### src/rtl/exe_mem_reg.sv
// EXE -> MEM pipeline register with freeze/flush handling, new-request strobe
// and sticky protocol error. Optional perf counters enabled by EXE_MEM_PERF_EN.
module exe_mem_reg #(
    parameter int DATA_W = 32,
    parameter int DEST_W = 4
) (
    input  logic              clk,
    input  logic              rst,
    input  logic              freeze,
    input  logic              flush,
    input  logic              valid_in,
    input  logic              wb_en_in,
    input  logic              mem_r_en_in,
    input  logic              mem_w_en_in,
    input  logic [DATA_W-1:0] alu_res_in,
    input  logic [DATA_W-1:0] val_rm_in,
    input  logic [DEST_W-1:0] dest_in,
    output logic              valid,
    output logic              wb_en,
    output logic              mem_r_en,
    output logic              mem_w_en,
    output logic [DATA_W-1:0] alu_res,
    output logic [DATA_W-1:0] val_rm,
    output logic [DEST_W-1:0] dest,
    output logic              mem_req_new,
    output logic              exe_stall,
    output logic              proto_err,
    output logic [31:0]       stall_cycles,
    output logic [15:0]       mem_ops
);

    logic              valid_q, valid_d;
    logic              wb_en_q, wb_en_d;
    logic              mem_r_en_q, mem_r_en_d;
    logic              mem_w_en_q, mem_w_en_d;
    logic [DATA_W-1:0] alu_res_q, alu_res_d;
    logic [DATA_W-1:0] val_rm_q, val_rm_d;
    logic [DEST_W-1:0] dest_q, dest_d;
    logic              mem_req_new_q, mem_req_new_d;
    logic              proto_err_q, proto_err_d;

    // Priority: freeze holds everything, then bubble (flush or invalid), then load.
    always_comb begin
        valid_d       = valid_q;
        wb_en_d       = wb_en_q;
        mem_r_en_d    = mem_r_en_q;
        mem_w_en_d    = mem_w_en_q;
        alu_res_d     = alu_res_q;
        val_rm_d      = val_rm_q;
        dest_d        = dest_q;
        mem_req_new_d = 1'b0;
        proto_err_d   = proto_err_q;
        if (!freeze) begin
            alu_res_d = alu_res_in;
            val_rm_d  = val_rm_in;
            dest_d    = dest_in;
            if (flush || !valid_in) begin
                valid_d    = 1'b0;
                wb_en_d    = 1'b0;
                mem_r_en_d = 1'b0;
                mem_w_en_d = 1'b0;
            end else begin
                valid_d       = 1'b1;
                wb_en_d       = wb_en_in;
                // A simultaneous read+write request is illegal; the write wins.
                mem_w_en_d    = mem_w_en_in;
                mem_r_en_d    = mem_r_en_in & ~mem_w_en_in;
                mem_req_new_d = mem_r_en_in | mem_w_en_in;
                if (mem_r_en_in && mem_w_en_in) begin
                    proto_err_d = 1'b1;
                end
            end
        end
    end

    always_ff @(posedge clk or negedge rst) begin
        if (!rst) begin
            valid_q       <= 1'b0;
            wb_en_q       <= 1'b0;
            mem_r_en_q    <= 1'b0;
            mem_w_en_q    <= 1'b0;
            alu_res_q     <= '0;
            val_rm_q      <= '0;
            dest_q        <= '0;
            mem_req_new_q <= 1'b0;
            proto_err_q   <= 1'b0;
        end else begin
            valid_q       <= valid_d;
            wb_en_q       <= wb_en_d;
            mem_r_en_q    <= mem_r_en_d;
            mem_w_en_q    <= mem_w_en_d;
            alu_res_q     <= alu_res_d;
            val_rm_q      <= val_rm_d;
            dest_q        <= dest_d;
            mem_req_new_q <= mem_req_new_d;
            proto_err_q   <= proto_err_d;
        end
    end

    assign valid       = valid_q;
    assign wb_en       = wb_en_q;
    assign mem_r_en    = mem_r_en_q;
    assign mem_w_en    = mem_w_en_q;
    assign alu_res     = alu_res_q;
    assign val_rm      = val_rm_q;
    assign dest        = dest_q;
    assign mem_req_new = mem_req_new_q;
    assign proto_err   = proto_err_q;
    assign exe_stall   = freeze & valid_q;

`ifdef EXE_MEM_PERF_EN
    logic [31:0] stall_cycles_q, stall_cycles_d;
    logic [15:0] mem_ops_q, mem_ops_d;

    // Stall counter saturates; op counter wraps.
    always_comb begin
        stall_cycles_d = stall_cycles_q;
        mem_ops_d      = mem_ops_q;
        if (freeze && valid_q && (stall_cycles_q != 32'hFFFF_FFFF)) begin
            stall_cycles_d = stall_cycles_q + 32'd1;
        end
        if (mem_req_new_q) begin
            mem_ops_d = mem_ops_q + 16'd1;
        end
    end

    always_ff @(posedge clk or negedge rst) begin
        if (!rst) begin
            stall_cycles_q <= '0;
            mem_ops_q      <= '0;
        end else begin
            stall_cycles_q <= stall_cycles_d;
            mem_ops_q      <= mem_ops_d;
        end
    end

    assign stall_cycles = stall_cycles_q;
    assign mem_ops      = mem_ops_q;
`else
    assign stall_cycles = 32'd0;
    assign mem_ops      = 16'd0;
`endif

endmodule

### config.mk
export PLATFORM = sky130hd
export DESIGN_NAME = exe_mem_reg
export DESIGN_NICKNAME = d
export VERILOG_FILES = /design/src/rtl/exe_mem_reg.sv
export SDC_FILE = /design/constraint.sdc
export NUM_CORES = 1
export LEC_CHECK = 0
export CAP_MARGIN = 40
export CELL_PAD_IN_SITES_DETAIL_PLACEMENT = 0
export CELL_PAD_IN_SITES_GLOBAL_PLACEMENT = 1
export CORE_MARGIN = 4
export CORE_UTILIZATION = 30
export DETAILED_ROUTE_END_ITERATION = 8
export HOLD_SLACK_MARGIN = 0.12
export PLACE_DENSITY_LB_ADDON = 0.1
export SKIP_CTS_REPAIR_TIMING = 1
export SYNTH_ARGS = -nofsm -noshare
export SYNTH_HDL_FRONTEND = slang
export SYNTH_SLANG_ARGS = --single-unit
### constraint.sdc
create_clock -name clk -period 1.53 [get_ports clk]
set_clock_uncertainty 0.15 [all_clocks]
set_input_delay 0.3825 -clock clk [delete_from_list [all_inputs] [get_ports clk]]
set_output_delay 0.3825 -clock clk [all_outputs]
set_load 0.03 [all_outputs]
* After elaboration in Yosys (flattened, before gate mapping)
Cells that the tools add are included.
** Word-level totals
- Register bits after elaboration :: 74
- Output and inout bits :: 123
- Logic and storage cells :: 25
** Cells by class
- Muxes and demuxes :: 6
- Bitwise gates (word level) :: 6
- Reductions and logical operators :: 4
** Operators by type and width (number)
- 2-to-1 mux 1 bit :: 6
- NOT 1 bit :: 3
- AND reduction 3 bit :: 1
- AND 1 bit :: 2
- logical AND 1 bit :: 1
- logical NOT 1 bit :: 1
- logical OR 1 bit :: 1
- OR 1 bit :: 1

* Logic depth before layout (Yosys ltp)
Gate-level depths: netlist of the first run.
- Depth in word-level cells :: 4
- Mapped depth :: 5
- Gate-level depth less buffers :: 2

* Worst setup path after synthesis of the first run
OpenSTA, ideal clock, no wires.
- Path kind :: input -> output
- From :: input freeze
- To :: output exe_stall
- Arrival :: 0.895 ns
- Data required time :: 0.997 ns
- Slack :: 0.103 ns
- Cell stages on the path :: 3
- Buffers on the path :: 2
- Path through :: buf_6 -> buf_6 -> and2_1
** Between the ends
- Longest elaborated chain between the ends :: 1
** RTL lines
- start, declared :: line 9 : input logic freeze,
- AND 1 bit :: line 109 : assign exe_stall = freeze & valid_q;
- end, declared :: line 26 : output logic exe_stall,
No other way between the ends.

* Final worst setup path of the first run
- From :: register valid_q (netlist: valid)
- To :: output exe_stall
** Between the ends
- Longest elaborated chain between the ends :: 1
** RTL lines
- start, declared :: line 32 : logic valid_q, valid_d;
- start signal, assigned :: line 88 : valid_q <= valid_d;
- AND 1 bit :: line 109
No other way between the ends.

==> run_results.csv, run 1 <==
group,metric,value,unit
global_routing,antenna_found_initial,0,
global_routing,grt_max_degree,37,
final_layout,drive_above_1_share,43.8,%
setup_path,critPathCaptureType,"output pin",
clock_tree,numCtsBuffers,9,
routing,remaining_drc_errors,0,
routing,drt_pass1_iterations,2,
logic_synthesis,seq_area_frac_synth,58.8,%
setup_path,cp.arrival,1.00,ns
logic_synthesis,synth_area_leaders,"dfrtp_1, mux2_2, buf_4, buf_6, buf_2",
floorplan,fp.dieW,110,um
setup_path,cp_max_fo,2,
logic_synthesis,synth-edff-count,0,
routing,routedWlPerCell,13.9,um
flow_run,drv_cap,0,
floorplan,rows,37,
clock_tree,htree_num_levels,3,
pwr,peakVddDrop,0.000491,V
pwr,p_per_area,1110,nW/um^2
global_routing,grt_pass1_wl,11400,um
final_layout,final_util,45.7,%
timing,postLayoutSetupSlackWorst,-0.00307,ns
status,violations,"setup timing",
place,place.detailed.hpwl,5520,um
timing,finalHoldViolCount,0,
routing,via_per_inst,4.00,
final_layout,syn_to_final_growth,49.1,%
logic_synthesis,syn_inst,217,
global_routing,grt_pass1_vias,2175,
logic_synthesis,ys_types,17,
final_layout,layout.cells.non_filler,517,
place,dp.cells,499,
floorplan,die_area,12200,um^2
setup_path,crit_type,"reg2out",
clock_tree,clkSinkCount,74,
clock_tree,cts_root_buf,"clkbuf_8",
timing,finalSetupViolCount,1,
timing,fmax,0.652,GHz
pwr,p_leak,2.16,nW
routing,drt-initial-drc-count,63,
logic_synthesis,synthArstFlopShare,100,%
clock_tree,clock_path_buffers,2,
routing,wl,7190,um
clock_tree,cts_tree,"done",
place,io_buffer_count,150,
timing,drv_slew,0,
pwr,power,5.22,mW
routing,vias,2067,
final_layout,nNetsFinal,452,
timing,tns,-0.00307,ns
floorplan,ios,199,
floorplan,dieHeight,110,um
setup_path,critPathRequiredTime,1.00,ns
setup_path,start_kind,"register",
global_routing,gr-usage-all-layers,11.8,%
logic_synthesis,synthFlopType,"dfrtp_1",
routing,ant_nets,0,
worst_hold_path,hp-class,"in2async",
logic_synthesis,synth_top_area_share,58.8,%
logic_synthesis,ys_ff_latch,74,
global_routing,grt_util_met2,19.9,%
clock_tree,clkTransAtPathRegs,0.08,ns
logic_synthesis,syn_area,3150,um^2
timing,period_share,100,%
global_routing,grt_use_met1,12.6,%
status,status,"finished with violations",
global_routing,grt.busiest_layer,"met2",
logic_synthesis,syn_avg_cell_area,14.5,um^2
global_routing,grt-ovfl-total,0,
final_layout,antenna_cells,0,
logic_synthesis,yosysTopAreaCell,"dfrtp_1",
timing,rsz0062_at_grt,"true",
floorplan,start_util,30.6,%
clock_tree,clkLatencyLatePin,0.33,ns
global_routing,met3_usage,5.75,%
floorplan,core-area,10300,um^2
timing,period_needed,1.53,ns
place,routabilityCongestion,0.693,
logic_synthesis,synth_warnings,0,
==> state kept, by name, summed over array words and instances (netlist names) <==
register,flops
proto_err,1
valid,1
mem_r_en,1
val_rm,32
wb_en,1
mem_req_new,1
mem_w_en,1
dest,4
alu_res,32
==> synthesized netlist by cell type (2+ instances only) <==
cell,count
buf_2,5
buf_4,48
buf_6,4
dfrtp_1,74
inv_1,2
mux2_2,67
nand2_1,4
nand2b_1,3
o21ai_0,2
==> layout make-up <==
class / instances / area (um^2)
well taps: 136 / 170
flip-flops and latches: 74 / 1850
fillers: 979 / 5580
clock buffers: 11 / 131
inverters: 2 / 7.51
clock inverters: 5 / 78.8
repair buffers: 158 / 1420
multi-input cells: 131 / 1040
==> layer usage <==
layer,share of wire [%],vias to the layer above
met2,51,106
met4,1.6,0
li1,-,949
met3,9.9,7
met5,0,-
met1,37,1005
==> report_power, final <==
| group | switching, mW | internal (mW) | leakage, nW |
|---|---|---|---|
| combinational | 0.786 | 0.589 | 1.18 |
| clock | 0.693 | 0.917 | 0.107 |
| sequential | 0.0901 | 2.14 | 0.871 |
| total | 1.57 | 3.65 | 2.16 |
==> stage by stage <==
step	cell area [um^2]	setup slack [ns]	hold slack, ns
2_1_floorplan	3330	0.103	-0.0631
3_3_place_gp	4460	0.0224	0.146
3_5_place_dp	4460	-0.00289	0.148
4_1_cts	4670	-0.0998	-0.236
5_1_grt	4690	-0.0383	0.341
6_report	4690	-0.00307	0.320
==> placed cells by master, fill, tap and decap left out, types with 2 or more instances in the layout <==
master           synthesis  routed
buf_4                   48      79
dfrtp_1                 74      74
clkdlybuf4s50_1          0      73
mux2_2                  67      67
conb_1                   1      48
clkbuf_8                 0       9
nand2_1                  4       4
nand2b_1                 3       3
buf_12                   0       3
o21ai_0                  2       2
inv_1                    2       2
clkbuf_1                 0       2
clkinv_2                 0       2
bufinv_16                0       2
buf_6                    4       2
==> worst max-delay path: stages, from the launching register on <==
cell and delay, ns:
dfrtp_1 0.39, and2_4 0.15, buf_6 0.13
==> path summary, 6_finish.rpt <==
| check | cells past startpoint | slack (ns) | end | startpoint |
|---|---|---|---|---|
| min in group clk | 2 | 0.34 | proto_err$_DFFE_PN0P_ | proto_err$_DFFE_PN0P_ |
| min | 2 | 0.32 | val_rm[31]$_DFFE_PN0N_ | rst |
| max in group asynchronous | 3 | 0.40 | val_rm[5]$_DFFE_PN0N_ | rst |
| max | 2 | -0.003 | exe_stall | valid$_DFFE_PN0N_ |
| max reg2reg | 2 | 0.58 | valid$_DFFE_PN0N_ | valid$_DFFE_PN0N_ |
| min reg2reg | 2 | 0.34 | proto_err$_DFFE_PN0P_ | proto_err$_DFFE_PN0P_ |
==> cells by family (layout without fill, tap and decap cells) <==
logic type	count (synthesis)	count (layout)	synth area share, %
compound gates	5	5	1.31
buf+inv	59	176	13.9
flops	74	74	58.8
mux	68	68	24.3
other cells	1	48	0.119
simple gates	10	10	1.55
(Power assumes the default switching activity.)
==> run 2: changes to the inputs <==
--- a/config.mk
+++ b/config.mk
@@ -14,6 +14,7 @@
 export HOLD_SLACK_MARGIN = 0.12
 export PLACE_DENSITY_LB_ADDON = 0.1
 export SKIP_CTS_REPAIR_TIMING = 1
+export SKIP_LAST_GASP = 1
 export SYNTH_ARGS = -nofsm -noshare
 export SYNTH_HDL_FRONTEND = slang
 export SYNTH_SLANG_ARGS = --single-unit
==> results of run 2 <==
Same layout as run 1: the final DEF is identical, and so are final timing and power.
==> run 3: changes to the inputs <==
--- a/config.mk
+++ b/config.mk
@@ -11,7 +11,7 @@
 export CORE_MARGIN = 4
 export CORE_UTILIZATION = 30
 export DETAILED_ROUTE_END_ITERATION = 8
-export HOLD_SLACK_MARGIN = 0.12
+export HOLD_SLACK_MARGIN = 0.1
 export PLACE_DENSITY_LB_ADDON = 0.1
 export SKIP_CTS_REPAIR_TIMING = 1
 export SKIP_LAST_GASP = 1
==> results of run 3 <==
Same layout as run 1: the final DEF is identical, and so are final timing and power.
